<file path="config.mk">
export PLATFORM = sky130hd
export DESIGN_NAME = align_shift_sequencer
export DESIGN_NICKNAME = d
export VERILOG_FILES = /design/src/rtl/fphub_align_pkg.sv /design/src/rtl/align_shift_sequencer_expdiff.sv /design/src/rtl/align_shift_sequencer.sv
export SDC_FILE = /design/constraint.sdc
export NUM_CORES = 1
export LEC_CHECK = 0
export BUFFER_PORTS_ARGS = -buffer_cell sky130_fd_sc_hd__buf_2
export CAP_MARGIN = 0
export CORE_MARGIN = 2
export CORE_UTILIZATION = 48
export CTS_CLUSTER_DIAMETER = 200
export DETAILED_ROUTE_END_ITERATION = 7
export GPL_TIMING_DRIVEN = 0
export MAX_ROUTING_LAYER = met4
export PLACE_DENSITY = 0.77
export SETUP_SLACK_MARGIN = 0.05
export SYNTH_ARGS = -nofsm -noshare
export SYNTH_HDL_FRONTEND = slang
export SYNTH_SLANG_ARGS = --single-unit
</file>
<file path="constraint.sdc">
create_clock -name clk -period 2.2 [get_ports clk]
set_input_delay 0.55 -clock clk [delete_from_list [all_inputs] [get_ports clk]]
set_output_delay 0.55 -clock clk [all_outputs]
set_load 0.1 [all_outputs]
</file>
<file path="src/rtl/fphub_align_pkg.sv">
// Shared types and helpers for the FPHUB significand alignment sequencer.
package fphub_align_pkg;

  typedef enum logic [1:0] {
    IDLE  = 2'd0,
    SHIFT = 2'd1,
    DONE  = 2'd2
  } align_state_t;

  // Magnitude of the signed exponent difference, clamped to the significand width.
  // Beyond m every significand bit is shifted out anyway, so larger distances are pointless.
  function automatic int sat_shamt(input int dif, input int m);
    int mag;
    mag = (dif < 0) ? -dif : dif;
    return (mag > m) ? m : mag;
  endfunction

endpackage

</file>
<file path="src/rtl/align_shift_sequencer_expdiff.sv">
// Exponent comparator: signed difference plus greater/equal flags for the swap decision.
module Exponent_difference #(
  parameter int E = 8
) (
  input  logic [E-1:0]      Ex,
  input  logic [E-1:0]      Ey,
  output logic signed [E:0] dif,
  output logic              X_greater_than_Y,
  output logic              Ex_equal_Ey
);

  // One extra bit keeps the difference of two unsigned exponents exact as a signed value.
  assign dif              = $signed({1'b0, Ex}) - $signed({1'b0, Ey});
  assign X_greater_than_Y = (Ex > Ey);
  assign Ex_equal_Ey      = (Ex == Ey);

endmodule

</file>
<file path="src/rtl/align_shift_sequencer.sv">
// Multi-cycle alignment controller in front of the FPHUB adder significand path.
// Swaps operands so the larger exponent is on the big side, then right-shifts the
// smaller significand by |Ex-Ey| (saturated to M) at most STEP bits per cycle.
// Optional feature macro: ALIGN_STICKY_EN builds the sticky accumulator; without it
// sticky is tied to 0.
import fphub_align_pkg::*;

module align_shift_sequencer #(
  parameter int E    = 8,
  parameter int M    = 24,
  parameter int STEP = 4
) (
  input  logic         clk,
  input  logic         rst,
  input  logic         in_valid,
  output logic         in_ready,
  input  logic         Sx,
  input  logic         Sy,
  input  logic [E-1:0] Ex,
  input  logic [E-1:0] Ey,
  input  logic [M-1:0] Mx,
  input  logic [M-1:0] My,
  output logic         out_valid,
  input  logic         out_ready,
  output logic         S_big,
  output logic         S_small,
  output logic [E-1:0] E_big,
  output logic [M-1:0] M_big,
  output logic [M-1:0] M_small,
  output logic         swapped,
  output logic         exp_eq,
  output logic         sticky
);

  localparam int SW = $clog2(M + 1);

  align_state_t      state;
  align_state_t      state_next;
  logic [SW-1:0]     rem;
  logic [SW-1:0]     shamt_in;
  logic [SW-1:0]     step;
  logic [M-1:0]      out_mask;
  logic signed [E:0] dif;
  logic              x_gt_y;
  logic              ex_eq_ey;
  logic              accept;

  Exponent_difference #(.E(E)) u_expdiff (
    .Ex               (Ex),
    .Ey               (Ey),
    .dif              (dif),
    .X_greater_than_Y (x_gt_y),
    .Ex_equal_Ey      (ex_eq_ey)
  );

  assign shamt_in  = SW'(sat_shamt(int'(dif), M));
  assign in_ready  = (state == IDLE);
  assign out_valid = (state == DONE);
  assign accept    = in_valid && (state == IDLE);

  // Per-cycle shift distance and the mask selecting the bits it will push out.
  always_comb begin
    step     = (rem > SW'(STEP)) ? SW'(STEP) : rem;
    out_mask = ~({M{1'b1}} << step);
  end

  // State register.
  always_ff @(posedge clk or posedge rst) begin
    if (rst) state <= IDLE;
    else     state <= state_next;
  end

  // Next-state logic: zero-distance pairs skip SHIFT entirely.
  always_comb begin
    state_next = state;
    case (state)
      IDLE:    if (accept) state_next = (shamt_in != '0) ? SHIFT : DONE;
      SHIFT:   if (rem == step) state_next = DONE;
      DONE:    if (out_ready) state_next = IDLE;
      default: state_next = IDLE;
    endcase
  end

  // Operand capture with swap on accept, then stepwise right shift of the small side.
  always_ff @(posedge clk or posedge rst) begin
    if (rst) begin
      S_big   <= 1'b0;
      S_small <= 1'b0;
      E_big   <= '0;
      M_big   <= '0;
      M_small <= '0;
      swapped <= 1'b0;
      exp_eq  <= 1'b0;
      rem     <= '0;
    end else if (accept) begin
      swapped <= ~x_gt_y & ~ex_eq_ey;
      exp_eq  <= ex_eq_ey;
      rem     <= shamt_in;
      if (x_gt_y || ex_eq_ey) begin
        S_big   <= Sx;
        S_small <= Sy;
        E_big   <= Ex;
        M_big   <= Mx;
        M_small <= My;
      end else begin
        S_big   <= Sy;
        S_small <= Sx;
        E_big   <= Ey;
        M_big   <= My;
        M_small <= Mx;
      end
    end else if (state == SHIFT) begin
      M_small <= M_small >> step;
      rem     <= rem - step;
    end
  end

`ifdef ALIGN_STICKY_EN
  // Sticky accumulates every bit shifted off the bottom of the small significand.
  always_ff @(posedge clk or posedge rst) begin
    if (rst)                 sticky <= 1'b0;
    else if (accept)         sticky <= 1'b0;
    else if (state == SHIFT) sticky <= sticky | (|(M_small & out_mask));
  end
`else
  assign sticky = 1'b0;
  logic unused_mask;
  assign unused_mask = ^out_mask;
`endif

endmodule

</file>
Word-level counts from Yosys, hierarchy flattened
Index checks and enable logic that the tools add are counted.
{"block": "totals", "reg_bits": 67, "input_bits": 70, "output_inout_bits": 63, "wordCells": 50}
{"block": "classes", "n_addsub": 3, "order_cmp": 4, "n_eq_ne": 7, "n_shift": 1, "muxes": 17, "bitwise_logic": 3, "n_reduce_logical": 6}
{"op": "$mux 24", "count": 4}
{"op": "$gt 32x6->1 const B", "count": 1}
{"op": "$mux 32", "count": 1}
{"op": "$neg 9->32", "count": 1}
{"op": "$shr 24x5->24", "count": 1}
{"op": "$mux 5", "count": 4}
{"op": "$lt 9x1->1 const B", "count": 1}
{"op": "$sub 8x8->9", "count": 1}
{"op": "$eq 8x8->1", "count": 1}
{"op": "$gt 8x8->1", "count": 1}
{"op": "$mux 2", "count": 4}
{"op": "$mux 8", "count": 1}
{"op": "$pmux 2 s3", "count": 1}
{"op": "$eq 5x5->1", "count": 1}
{"op": "$gt 5x3->1 const B", "count": 1}
{"op": "$reduce_bool 5->1", "count": 1}
{"op": "$sub 5x5->5", "count": 1}
{"op": "$ne 2x1->1 const B", "count": 2}
{"op": "$reduce_and 3->1", "count": 1}
{"op": "$eq 2x1->1 const B", "count": 1}
{"op": "$eq 2x2->1 const B", "count": 1}
{"op": "$logic_not 2->1", "count": 1}
{"op": "$mux 1", "count": 2}
{"op": "$ne 2x2->1 const B", "count": 1}
{"op": "5 further kinds", "count": 6}

Logic depth before layout (Yosys ltp)
Gate-level depths: netlist of run 1.
{"block": "logic_depth", "depth_word": 9, "ltp_mapped": 12, "mapped_depth_nobuf": 11}

Modules after synthesis
A second synthesis of run 1 with hierarchy kept.
{"block": "unflattened", "hier_cells": 589, "area_unflattened_um2": 4631.9}
{"module": "align_shift_sequencer", "n_inst": 1, "cells_per_inst": 538, "area_each_um2": 4259.1}
{"module": "Exponent_difference", "n_inst": 1, "cells_per_inst": 51, "area_each_um2": 372.9}

Least setup slack after synthesis of run 1
Ideal clock, no wire load.
{"block": "synth_path", "path_kind": "input to register", "startpoint": "input port Ex[0]", "endpoint": "register rem[3]", "setup_time_ns": 0.124, "arrival_ns": 2.843, "slack_ns": -0.767, "stages": 11, "cell_sequence": "inv_1 > ha_1 > inv_1 > fa_1 > and3_2 > or3_1 > a21oi_2 > and3_1 > o211ai_1 > a221o_2 > o31a_1"}
{"block": "synth_between", "elab_chain_len": 6, "elab_cells_between_ends": 7}
{"element": "from (decl)", "line": "align_shift_sequencer.sv:19", "source": "input logic [E-1:0] Ex,"}
{"element": "$sub 8x8->9 *", "line": "align_shift_sequencer_expdiff.sv:13", "source": "assign dif = $signed({1'b0, Ex}) - $signed({1'b0, Ey});"}
{"element": "$neg 9->32 or $lt 9x1->1 (tied branches)", "line": "fphub_align_pkg.sv:14", "source": "mag = (dif < 0) ? -dif : dif;"}
{"element": "$mux 32 *", "line": "fphub_align_pkg.sv:14"}
{"element": "$gt 32x6->1", "line": "fphub_align_pkg.sv:15", "source": "return (mag > m) ? m : mag;"}
{"element": "$mux 5 *", "line": "fphub_align_pkg.sv:15"}
{"element": "$mux 5 *", "line": "align_shift_sequencer.sv:95", "source": "end else if (accept) begin"}
{"element": "to (signal assigned)", "line": "align_shift_sequencer.sv:98", "source": "rem <= shamt_in;"}
{"element": "to (signal assigned)", "line": "align_shift_sequencer.sv:114", "source": "rem <= rem - step;"}
{"element": "to (decl)", "line": "align_shift_sequencer.sv:39", "source": "logic [SW-1:0] rem;"}
Every way passes the cells marked *; elsewhere a longest branch is shown, timed or not.
A chain may end at the register's enable or synchronous reset.

Worst setup path in the final report of run 1
Same ends and word-level chain as after synthesis.

==> flow_metrics.env, run 1 <==
export IMPL_syn_area_um2=4720
export IMPL_fin_nets=759
export IMPL_cap_violations=0
export IMPL_synthMuxAreaShare=0.204
export IMPL_slew_headroom=0.548
export IMPL_fill_cells=803
export IMPL_setup_viol=65
export IMPL_tightest_slew_ps=678
export IMPL_root_buffer="clkbuf_8"
export IMPL_ys_seq_area_frac=0.355
export IMPL_yosysUniqueCellTypes=59
export IMPL_routed_wirelength_um=15800
export IMPL_cp_slowest_stage_delay_ps=440
export IMPL_use_met3=0.0346
export IMPL_worst_slack_ps=-584
export IMPL_dieArea_um2=10600
export IMPL_start_util=0.489
export IMPL_hold_ws_ps=275
export IMPL_clockBufferDepth=2
export IMPL_yosysWarningCount=0
export IMPL_initialDrtViolationCount=325
export IMPL_port_buffer_count=131
export IMPL_synth_simple_area_share=0.159
export IMPL_grt_use_met1=0.367
export IMPL_finalMaxSlewViolations=0
export IMPL_cts_reportedPaths_clkPinSlew_ps=80
export IMPL_drive_gt1_frac=0.354
export IMPL_async_flop_share=1.00
export IMPL_hold_path_class="input port to asynchronous set/reset pin"
export IMPL_synth_compound_area_frac=0.191
export IMPL_ys_flop_type="dfrtp_1"
export IMPL_critical_path_class="input port to register"
export IMPL_cp_start_kind="input port"
export IMPL_busiest_layer="met2"
export IMPL_grt_ovfl_total=0
export IMPL_rows=36
export IMPL_crit_required_ps=2450
export IMPL_synth_fa_ha_area_frac=0.0281
export IMPL_rsz0062_at_grt="yes"
export IMPL_syn_avg_cell_area_um2=9.00
export IMPL_wl_per_cell_um=19.3
export IMPL_h_tree_depth=3
export IMPL_skew_ps=11.4
export IMPL_die_h_um=103
export IMPL_pin_count=133
export IMPL_multi_input_area_um2=3070
export IMPL_drt_pass1_iterations=5
export IMPL_vias=4863
export IMPL_grt_pass1_wl_um=22200
export IMPL_cp_cell_sequence="buf_8 -> inv_12 -> ha_4 -> inv_2 -> fa_2 -> nand3_1 -> a21oi_1 -> or3_1 -> buf_2 -> nor2_1 -> o211ai_1 -> a221o_2 -> o31a_1"
export IMPL_post_route_period_util=1.27
export IMPL_antenna_left=0
export IMPL_diodes=0
export IMPL_cts_tree="done"
export IMPL_reg2reg_depth=9
export IMPL_cp_slowest_cell="a221o_2"
export IMPL_clock_latency_ps=360
export IMPL_end_kind="register"
export IMPL_synthCells=524
export IMPL_numCtsBuffers=9
export IMPL_area_growth_pct=34.7
export IMPL_worstPathMaxFanout=9
export IMPL_routabilityCongestion=0.928
export IMPL_cts_sinks=67
export IMPL_outcome="complete, but fails checks"
export IMPL_syn_nets=604
export IMPL_fp_dieW_um=103
export IMPL_synth_edff_count=0
export IMPL_viasPerCell=5.95
export IMPL_antenna_found_initial=0
export IMPL_grt_pass1_vias=4444
export IMPL_period_minus_slack_ps=2780
export IMPL_core_um2=9640
export IMPL_grt_max_degree=41
export IMPL_pre_cts_ws_ps=-983
export IMPL_hold_viol=0
export IMPL_hold_buffers=0
export IMPL_grtUsageMet2=0.459
export IMPL_place_hpwl_um=10700
export IMPL_crit_arrival_ps=3040
export IMPL_grt_usage=0.282
export IMPL_drc_errors=0
export IMPL_synth_xor_area_share=0.0130
export IMPL_seqCellArea_um2=1680
export IMPL_synth_seq_cells=67
export IMPL_failed_checks="setup timing"
export IMPL_synth_top_family_by_area="multiplexers"
export IMPL_fmax_mhz=359
## per-stage QoR
stage | setup TNS [ps] | utilization | area [µm²] | cells
2_1_floorplan | -14760 | - | 4850 | 524
6_report | -12330 | 0.660 | 6360 | 817
3_3_place_gp | -41930 | 0.589 | 5680 | 788
4_1_cts | -15310 | 0.624 | 6010 | 809
3_5_place_dp | -46790 | 0.591 | 5700 | 789
5_1_grt | -18220 | 0.660 | 6360 | 817
## cells by family (layout without fill, tap and decap cells)
kind of cell,Yosys count,count (layout)
simple gates,164,164
compound gates,142,142
mux,81,81
flops,67,67
buf+inv,51,211
fa+ha+maj,10,10
xor+xnor,7,7
other cells,2,2
## placed cells by master (no fill, tap or decap), types with 3 or more instances in the layout
cell type,count
mux2i_4,3
mux2i_1,55
o211ai_1,5
a221oi_2,3
o21ai_0,10
clkbuf_8,10
ha_4,3
buf_6,4
nand2b_1,5
a211oi_1,10
nand3_1,6
a311o_1,9
clkinv_2,3
mux2_2,3
nor2_1,42
buf_2,129
mux2i_2,8
buf_12,7
o21ai_1,47
nor2b_1,8
clkbuf_16,6
nand4_1,3
nand2_1,72
buf_4,10
a221oi_1,6
o22ai_1,5
ha_1,4
clkbuf_1,22
inv_1,8
o31ai_2,3
dfrtp_1,66
xnor2_1,4
mux4_2,12
a21oi_1,27
## cell usage after synthesis (all sizes together), types with 6 or more instances
cell	count	area (µm²)
dfrtp	67	1680
nor2b	10	62.6
clkbuf	25	93.8
a221oi	9	78.8
inv	13	48.8
a21oi	28	144
o21ai	57	285
a311o	9	90.1
nand3	6	30.0
mux4	12	270
a211oi	10	75.1
nor2	43	161
ha	9	113
nand2	73	274
buf	13	78.8
mux2i	66	661
## path summary, 6_finish.rpt
path / slack [ps] / endpoint / from
worst max-delay path: -580 / rem[3] / Ex[0]
worst min-delay path: 270 / M_big[16] / rst
worst max register to register: -280 / rem[4] / rem[1]
worst min register to register: 480 / swapped / swapped
max in group asynchronous: 1310 / M_small[1] / rst
min in group clk: 470 / E_big[2] / Ey[2]
## flip-flops by register name (all words and copies together) (netlist names)
signal	cells
rem	5
S_big	1
exp_eq	1
S_small	1
M_small	24
M_big	24
swapped	1
E_big	8
state	2
## critical path: cells and delay by family
family | cells | cell delay, ps
buffers and inverters | 4 | 370
AOI/OAI and AO/OA | 4 | 920
and+or+nand+nor | 3 | 620
adders and majority gates | 2 | 560
## layer usage
layer	share of wire	vias to the layer above
met5	0	-
met4	0.024	0
met3	0.074	35
met2	0.49	243
met1	0.42	2346
li1	-	2239
## cell type report
type	instances	area share
multi-input cells	406	0.483
plain buffers	36	0.0409
well taps	133	0.0262
flip-flops and latches	67	0.264
repair buffers	146	0.144
clock inverters	5	0.00827
inverters	13	0.0114
clock buffers	11	0.0222
## what timing repair did
item                                    CTS  global route
cloned                                    0             7
endpoints found under the hold margin     0             0
endpoints found under the setup margin   66            66
gates resized for setup                  21            90
pin swaps                                12            22
setup buffers                             5             2
Power of run 1 is left out: the tool's default activity adds up to more than one toggle a clock period on the data nets, which glitch-free logic cannot reach.
==> run 2, diff against run 1 <==
--- a/config.mk
+++ b/config.mk
@@ -5,11 +5,13 @@
 export SDC_FILE = /design/constraint.sdc
 export NUM_CORES = 1
 export LEC_CHECK = 0
+export ABC_AREA = 1
 export BUFFER_PORTS_ARGS = -buffer_cell sky130_fd_sc_hd__buf_2
 export CAP_MARGIN = 0
 export CORE_MARGIN = 2
 export CORE_UTILIZATION = 48
 export CTS_CLUSTER_DIAMETER = 200
+export CTS_CLUSTER_SIZE = 14
 export DETAILED_ROUTE_END_ITERATION = 7
 export GPL_TIMING_DRIVEN = 0
 export MAX_ROUTING_LAYER = met4
==> run 2 against run 1 <==
Effect of this change:
- the flow still finishes with violations (setup timing)
- final cell count is 21% higher
- final area decreased by 3.8%
- die area rose by 0.74%
- worst hold slack improved by 84 ps
- critical endpoint is now state[0]
- largest cell class unchanged
==> flow_metrics.env, run 2 <==
export IMPL_routed_wirelength_um=16200
export IMPL_synth_seq_cells=67
export IMPL_utilization=0.632
export IMPL_synthCells=700
export IMPL_finalMaxSlewViolations=0
export IMPL_wl_met1_um=7090
export IMPL_grt_usage=0.308
export IMPL_yosysWarningCount=0
export IMPL_rows=36
export IMPL_pin_count=133
export IMPL_antenna_found_initial=0
export IMPL_top_layer_used="met4"
export IMPL_layout_commonest_cell="nand2_1"
export IMPL_cts_tree="done"
export IMPL_cp_slowest_cell="fa_2"
export IMPL_crit_required_ps=2430
export IMPL_failed_checks="setup timing"
export IMPL_post_route_period_util=1.05
export IMPL_fin_nets=934
export IMPL_place_hpwl_um=12200
export IMPL_yosysUniqueCellTypes=44
export IMPL_fin_area_um2=6120
export IMPL_hold_path_class="input port to asynchronous set/reset pin"
export IMPL_slew_headroom=0.419
export IMPL_drive_gt1_frac=0.289
export IMPL_fmax_mhz=432
export IMPL_layout_common_cells="nand2_1, buf_2, nor2_1, a21oi_1, dfrtp_1"
export IMPL_drc_errors=0
export IMPL_place_area_um2=5640
export IMPL_setup_viol=8
export IMPL_die_h_um=104
export IMPL_cp_top_family="simple AND/OR/NAND/NOR gates"
export IMPL_initialDrtViolationCount=356
export IMPL_reg2reg_from="state[0]"
export IMPL_drt_pass1_iterations=5
export IMPL_worstPathMaxFanout=8
export IMPL_fill_cells=893
export IMPL_instances_no_fill=992
export IMPL_cp_slowest_stage_delay_ps=370
export IMPL_tightest_slew_ps=870
export IMPL_cp_depth=19
export IMPL_r2r_setup_slack_ps=160
export IMPL_cp_cell_sequence="buf_12 -> inv_12 -> ha_4 -> inv_4 -> fa_2 -> nand2_2 -> nand2_2 -> nand3_4 -> nor2_4 -> nor2_4 -> nand3_2 -> nand2_2 -> inv_2 -> nand2_1 -> nor2_2 -> nor2_4 -> nand4_2 -> nand3_1 -> nand2_1"
export IMPL_crit_arrival_ps=2550
export IMPL_regToRegEndpoint="M_small[1]"
export IMPL_numCtsBuffers=9
export IMPL_dpl_cell_count=965
export IMPL_hold_viol=0
export IMPL_critical_path_class="input port to register"
export IMPL_core_um2=9680
export IMPL_port_buffer_count=131
export IMPL_worst_slack_ps=-117
export IMPL_reg2reg_depth=9
export IMPL_yosysTopAreaCellShare=0.353
export IMPL_dieArea_um2=10700
export IMPL_yosysMostFrequentCell="nand2_1"
export IMPL_area_growth_pct=28.7
export IMPL_synth_top_area_cell="dfrtp_1"
export IMPL_viasPerCell=5.54
export IMPL_diodes=0
export IMPL_cts_reportedPaths_clkPinSlew_ps=90
export IMPL_wl_met3_um=1260
export IMPL_synth_edff_count=0
export IMPL_ys_seq_area_frac=0.353
export IMPL_outcome="complete, but fails checks"
export IMPL_synth_common_cells="nand2_1, nor2_1, a21oi_1, o21ai_0, dfrtp_1"
export IMPL_fp_dieW_um=104
export IMPL_clockBufferDepth=2
export IMPL_vias=5496
export IMPL_clock_latency_ps=360
export IMPL_antenna_left=0
export IMPL_fin_setup_tns_ps=-533
export IMPL_syn_avg_cell_area_um2=6.79
export IMPL_grt_pass1_wl_um=25900
export IMPL_met2WireLength_um=7430
export IMPL_h_tree_depth=3
export IMPL_syn_nets=780
export IMPL_rsz0062_at_grt="yes"
export IMPL_wl_per_cell_um=16.3
export IMPL_grt_max_degree=39
export IMPL_cp_start_kind="input port"
export IMPL_root_buffer="clkbuf_8"
export IMPL_routabilityCongestion=0.952
export IMPL_async_flop_share=1.00
export IMPL_cap_violations=0
export IMPL_ys_flop_type="dfrtp_1"
export IMPL_syn_area_um2=4750
export IMPL_grt_ovfl_total=0
export IMPL_skew_ps=13.5
export IMPL_start_util=0.491
export IMPL_cts_sinks=67
export IMPL_synth_area_leaders="dfrtp_1, nand2_1, a21oi_1, o21ai_0, nor2_1"
export IMPL_period_minus_slack_ps=2320
export IMPL_path_buf_inv=4
export IMPL_grt_pass1_vias=5255
export IMPL_biggestRegsByFlops="M_big: 24 flops, M_small: 24 flops, E_big: 8 flops"
export IMPL_end_kind="register"
==> run 2: worst max-delay path by stage <==
stage	from	to	slack [ps]
5_1_grt	Ex[0]	state[0]	-260
4_1_cts	Ex[0]	state[0]	-180
2_1_floorplan	Ex[0]	state[0]	-170
3_5_place_dp	Ex[0]	state[0]	-610
3_3_place_gp	Ex[0]	state[0]	-520
6_report	Ex[0]	state[0]	-120
==> run 2: routing by layer <==
| metal | vias to the layer above | track usage |
|---|---|---|
| met4 | 0 | 0.101 |
| li1 | 2621 | - |
| met1 | 2562 | 0.419 |
| met3 | 34 | 0.0409 |
| met2 | 279 | 0.479 |
| met5 | - | - |
==> run 2: logic make-up after synthesis <==
| logic type | after synthesis | share of synthesized area |
|---|---|---|
| AOI/OAI and AO/OA | 199 | 0.234 |
| DFF | 67 | 0.353 |
| other | 2 | 0.00158 |
| adders and majority gates | 10 | 0.0279 |
| muxes | 3 | 0.00632 |
| buffers and inverters | 111 | 0.0934 |
| and+or+nand+nor | 305 | 0.274 |
| xor gates and xnor gates | 3 | 0.00948 |
==> run 2: through the flow <==
stage / setup WS, ps / hold slack, ps
floorplan: -174 / 518
detailed placement: -608 / 470
global placement: -519 / 461
CTS: -182 / 394
finish: -117 / 358
global route: -261 / 426
==> run 2: layout make-up <==
class	instances	area, µm²	share of cell area
clock buffers	9	124	0.0202
repair buffers	143	771	0.126
inverters	72	292	0.0477
well taps	133	166	0.0272
plain buffers	39	211	0.0346
multi-input cells	522	2800	0.458
flip-flops and latches	67	1680	0.274
clock inverters	7	76.3	0.0125
==> run 2: what timing repair did <==
item                                    in CTS  in global routing
endpoints found under the setup margin      52                 62
resized for setup                           27                 58
cloned                                       0                  1
pin swaps                                   12                 11
hold buffers                                 0                  0
buffers inserted                             3                  7
Power of run 2 is left out for the same reason.
==> run 3, diff against run 2 <==
--- a/config.mk
+++ b/config.mk
@@ -8,15 +8,18 @@
 export ABC_AREA = 1
 export BUFFER_PORTS_ARGS = -buffer_cell sky130_fd_sc_hd__buf_2
 export CAP_MARGIN = 0
+export CELL_PAD_IN_SITES_DETAIL_PLACEMENT = 1
+export CELL_PAD_IN_SITES_GLOBAL_PLACEMENT = 1
 export CORE_MARGIN = 2
-export CORE_UTILIZATION = 48
+export CORE_UTILIZATION = 33
 export CTS_CLUSTER_DIAMETER = 200
 export CTS_CLUSTER_SIZE = 14
 export DETAILED_ROUTE_END_ITERATION = 7
 export GPL_TIMING_DRIVEN = 0
 export MAX_ROUTING_LAYER = met4
-export PLACE_DENSITY = 0.77
+export PLACE_DENSITY_LB_ADDON = 0.1
 export SETUP_SLACK_MARGIN = 0.05
+export SLEW_MARGIN = 20
 export SYNTH_ARGS = -nofsm -noshare
 export SYNTH_HDL_FRONTEND = slang
 export SYNTH_SLANG_ARGS = --single-unit
==> run 3 against run 2 <==
Effect of this change:
- the run still ends with setup timing left
- final area rose by 8.0%
- worst setup slack got worse by 68 ps
- utilization fell by 16 points
==> flow_metrics.env, run 3 (synthesis gave the netlist of run 2 again) <==
export IMPL_fin_nets=939
export IMPL_place_hpwl_um=14900
export IMPL_dieArea_um2=15400
export IMPL_finalMaxSlewViolations=0
export IMPL_outcome="complete, but fails checks"
export IMPL_fmax_mhz=419
export IMPL_grt_max_degree=30
export IMPL_cts_tree="done"
export IMPL_hold_viol=0
export IMPL_grt_ovfl_total=0
export IMPL_fill_cells=1827
export IMPL_pin_count=133
export IMPL_fp_dieW_um=124
export IMPL_multi_input_area_um2=3030
export IMPL_routed_wirelength_um=19800
export IMPL_drc_errors=0
export IMPL_cap_violations=0
export IMPL_area_growth_pct=38.9
export IMPL_hold_path_class="input port to asynchronous set/reset pin"
export IMPL_drt_pass1_iterations=5
export IMPL_grt_pass1_vias=5622
export IMPL_antenna_found_initial=2
export IMPL_crit_arrival_ps=2610
export IMPL_cts_reportedPaths_clkPinSlew_ps=60
export IMPL_root_buffer="clkbuf_16"
export IMPL_setup_viol=7
export IMPL_grt_usage=0.266
export IMPL_period_minus_slack_ps=2390
export IMPL_h_tree_depth=3
export IMPL_initialDrtViolationCount=365
export IMPL_place_area_um2=5720
export IMPL_rsz0062_at_grt="yes"
export IMPL_fin_area_um2=6610
export IMPL_hold_buffers=0
export IMPL_wl_per_cell_um=18.9
export IMPL_worstPathMaxFanout=8
export IMPL_cp_start_kind="input port"
export IMPL_layout_common_cells="nand2_1, buf_2, nor2_1, a21oi_1, dfrtp_1"
export IMPL_worst_slack_ps=-185
export IMPL_dpl_cell_count=1013
export IMPL_end_kind="register"
export IMPL_cts_sinks=67
export IMPL_port_buffer_count=131
export IMPL_start_util=0.340
export IMPL_clockBufferDepth=2
export IMPL_crit_required_ps=2420
export IMPL_core_um2=14000
export IMPL_failed_checks="setup timing"
export IMPL_rows=43
export IMPL_critical_path_class="input port to register"
export IMPL_skew_ps=9.72
export IMPL_post_route_period_util=1.08
export IMPL_die_h_um=124
export IMPL_viasPerCell=5.33
export IMPL_fin_setup_tns_ps=-944
export IMPL_layout_commonest_cell="nand2_1"
export IMPL_tightest_slew_ps=568
export IMPL_routabilityCongestion=0.890
export IMPL_clock_latency_ps=350
export IMPL_vias=5572
export IMPL_numCtsBuffers=9
export IMPL_seqCellArea_um2=1680
export IMPL_antenna_left=0
export IMPL_biggestRegsByFlops="M_big: 24 flops, M_small: 24 flops, E_big: 8 flops"
export IMPL_grt_pass1_wl_um=29900
export IMPL_drive_gt1_frac=0.352
export IMPL_instances_no_fill=1046
export IMPL_pre_cts_ws_ps=-665
export IMPL_slew_headroom=0.621
run 3: cell count changes in the layout (fill, tap and decap cells not counted), moves of 6 or more:
cell,before,now
o21ai_0,54,35
o21ai_2,3,19
nor2_1,89,78
clkbuf_16,0,10
o221ai_1,13,4
o221ai_2,0,9
clkbuf_8,9,2
nor2_2,3,10
buf_4,11,17
nand2_1,157,151
run 3: area by class of cell:
| class | count | area share |
|---|---|---|
| antenna | 2 | 0.000758 |
| buffer | 39 | 0.0362 |
| clock buffer | 14 | 0.0400 |
| clock inverter | 2 | 0.00152 |
| inverter | 72 | 0.0449 |
| multi-input combinational | 522 | 0.459 |
| sequential | 67 | 0.254 |
| tap | 180 | 0.0341 |
| timing repair buffer | 148 | 0.130 |
run 3: critical path: stages:
cell and delay [ps]:
buf_12 110, inv_12 40, ha_4 120, inv_4 30, fa_2 380, nand2_2 110
nand2_4 60, nand3_4 110, nor2_4 40, nor2_4 90, buf_12 140, nand2_4 60
xor2_4 200, nor2_2 80, nor2_4 210, nand4_4 140, nand3_2 100, nand2_1 40
run 3: per-layer routing:
| metal | routed length (µm) | part of all wire | global-route usage |
|---|---|---|---|
| met1 | 8850 | 0.45 | 0.341 |
| met2 | 9540 | 0.48 | 0.432 |
| met3 | 1150 | 0.058 | 0.0600 |
| met4 | 233 | 0.012 | 0.0555 |
| met5 | 0 | 0 | - |
run 3: metrics by stage:
step | hold WS [ps] | utilization
after floorplan | 518 | -
after global placement | 461 | 0.406
after detailed placement | 469 | 0.409
after CTS | 186 | 0.444
after global routing | 208 | 0.472
final | 178 | 0.472
run 3: timing repair:
| action | CTS | global route |
|---|---|---|
| cloned | 0 | 1 |
| pin swaps | 14 | 22 |
| endpoints found under the setup margin | 65 | 60 |
| gates resized for setup | 58 | 122 |
| setup buffers | 7 | 7 |
run 3: worst paths after layout:
| kind | startpoint | to | slack, ps | depth (start not counted) |
|---|---|---|---|---|
| max | Ex[0] | state[0] | -190 | 18 |
| min | rst | M_small[15] | 180 | 2 |
| max reg2reg | rem[3] | M_small[4] | 80 | 9 |
| min reg2reg | swapped | swapped | 480 | 2 |
| max in group asynchronous | rst | M_big[19] | 1310 | 4 |
| min in group clk | My[7] | M_big[7] | 460 | 3 |
Power of run 3 is left out for the same reason.
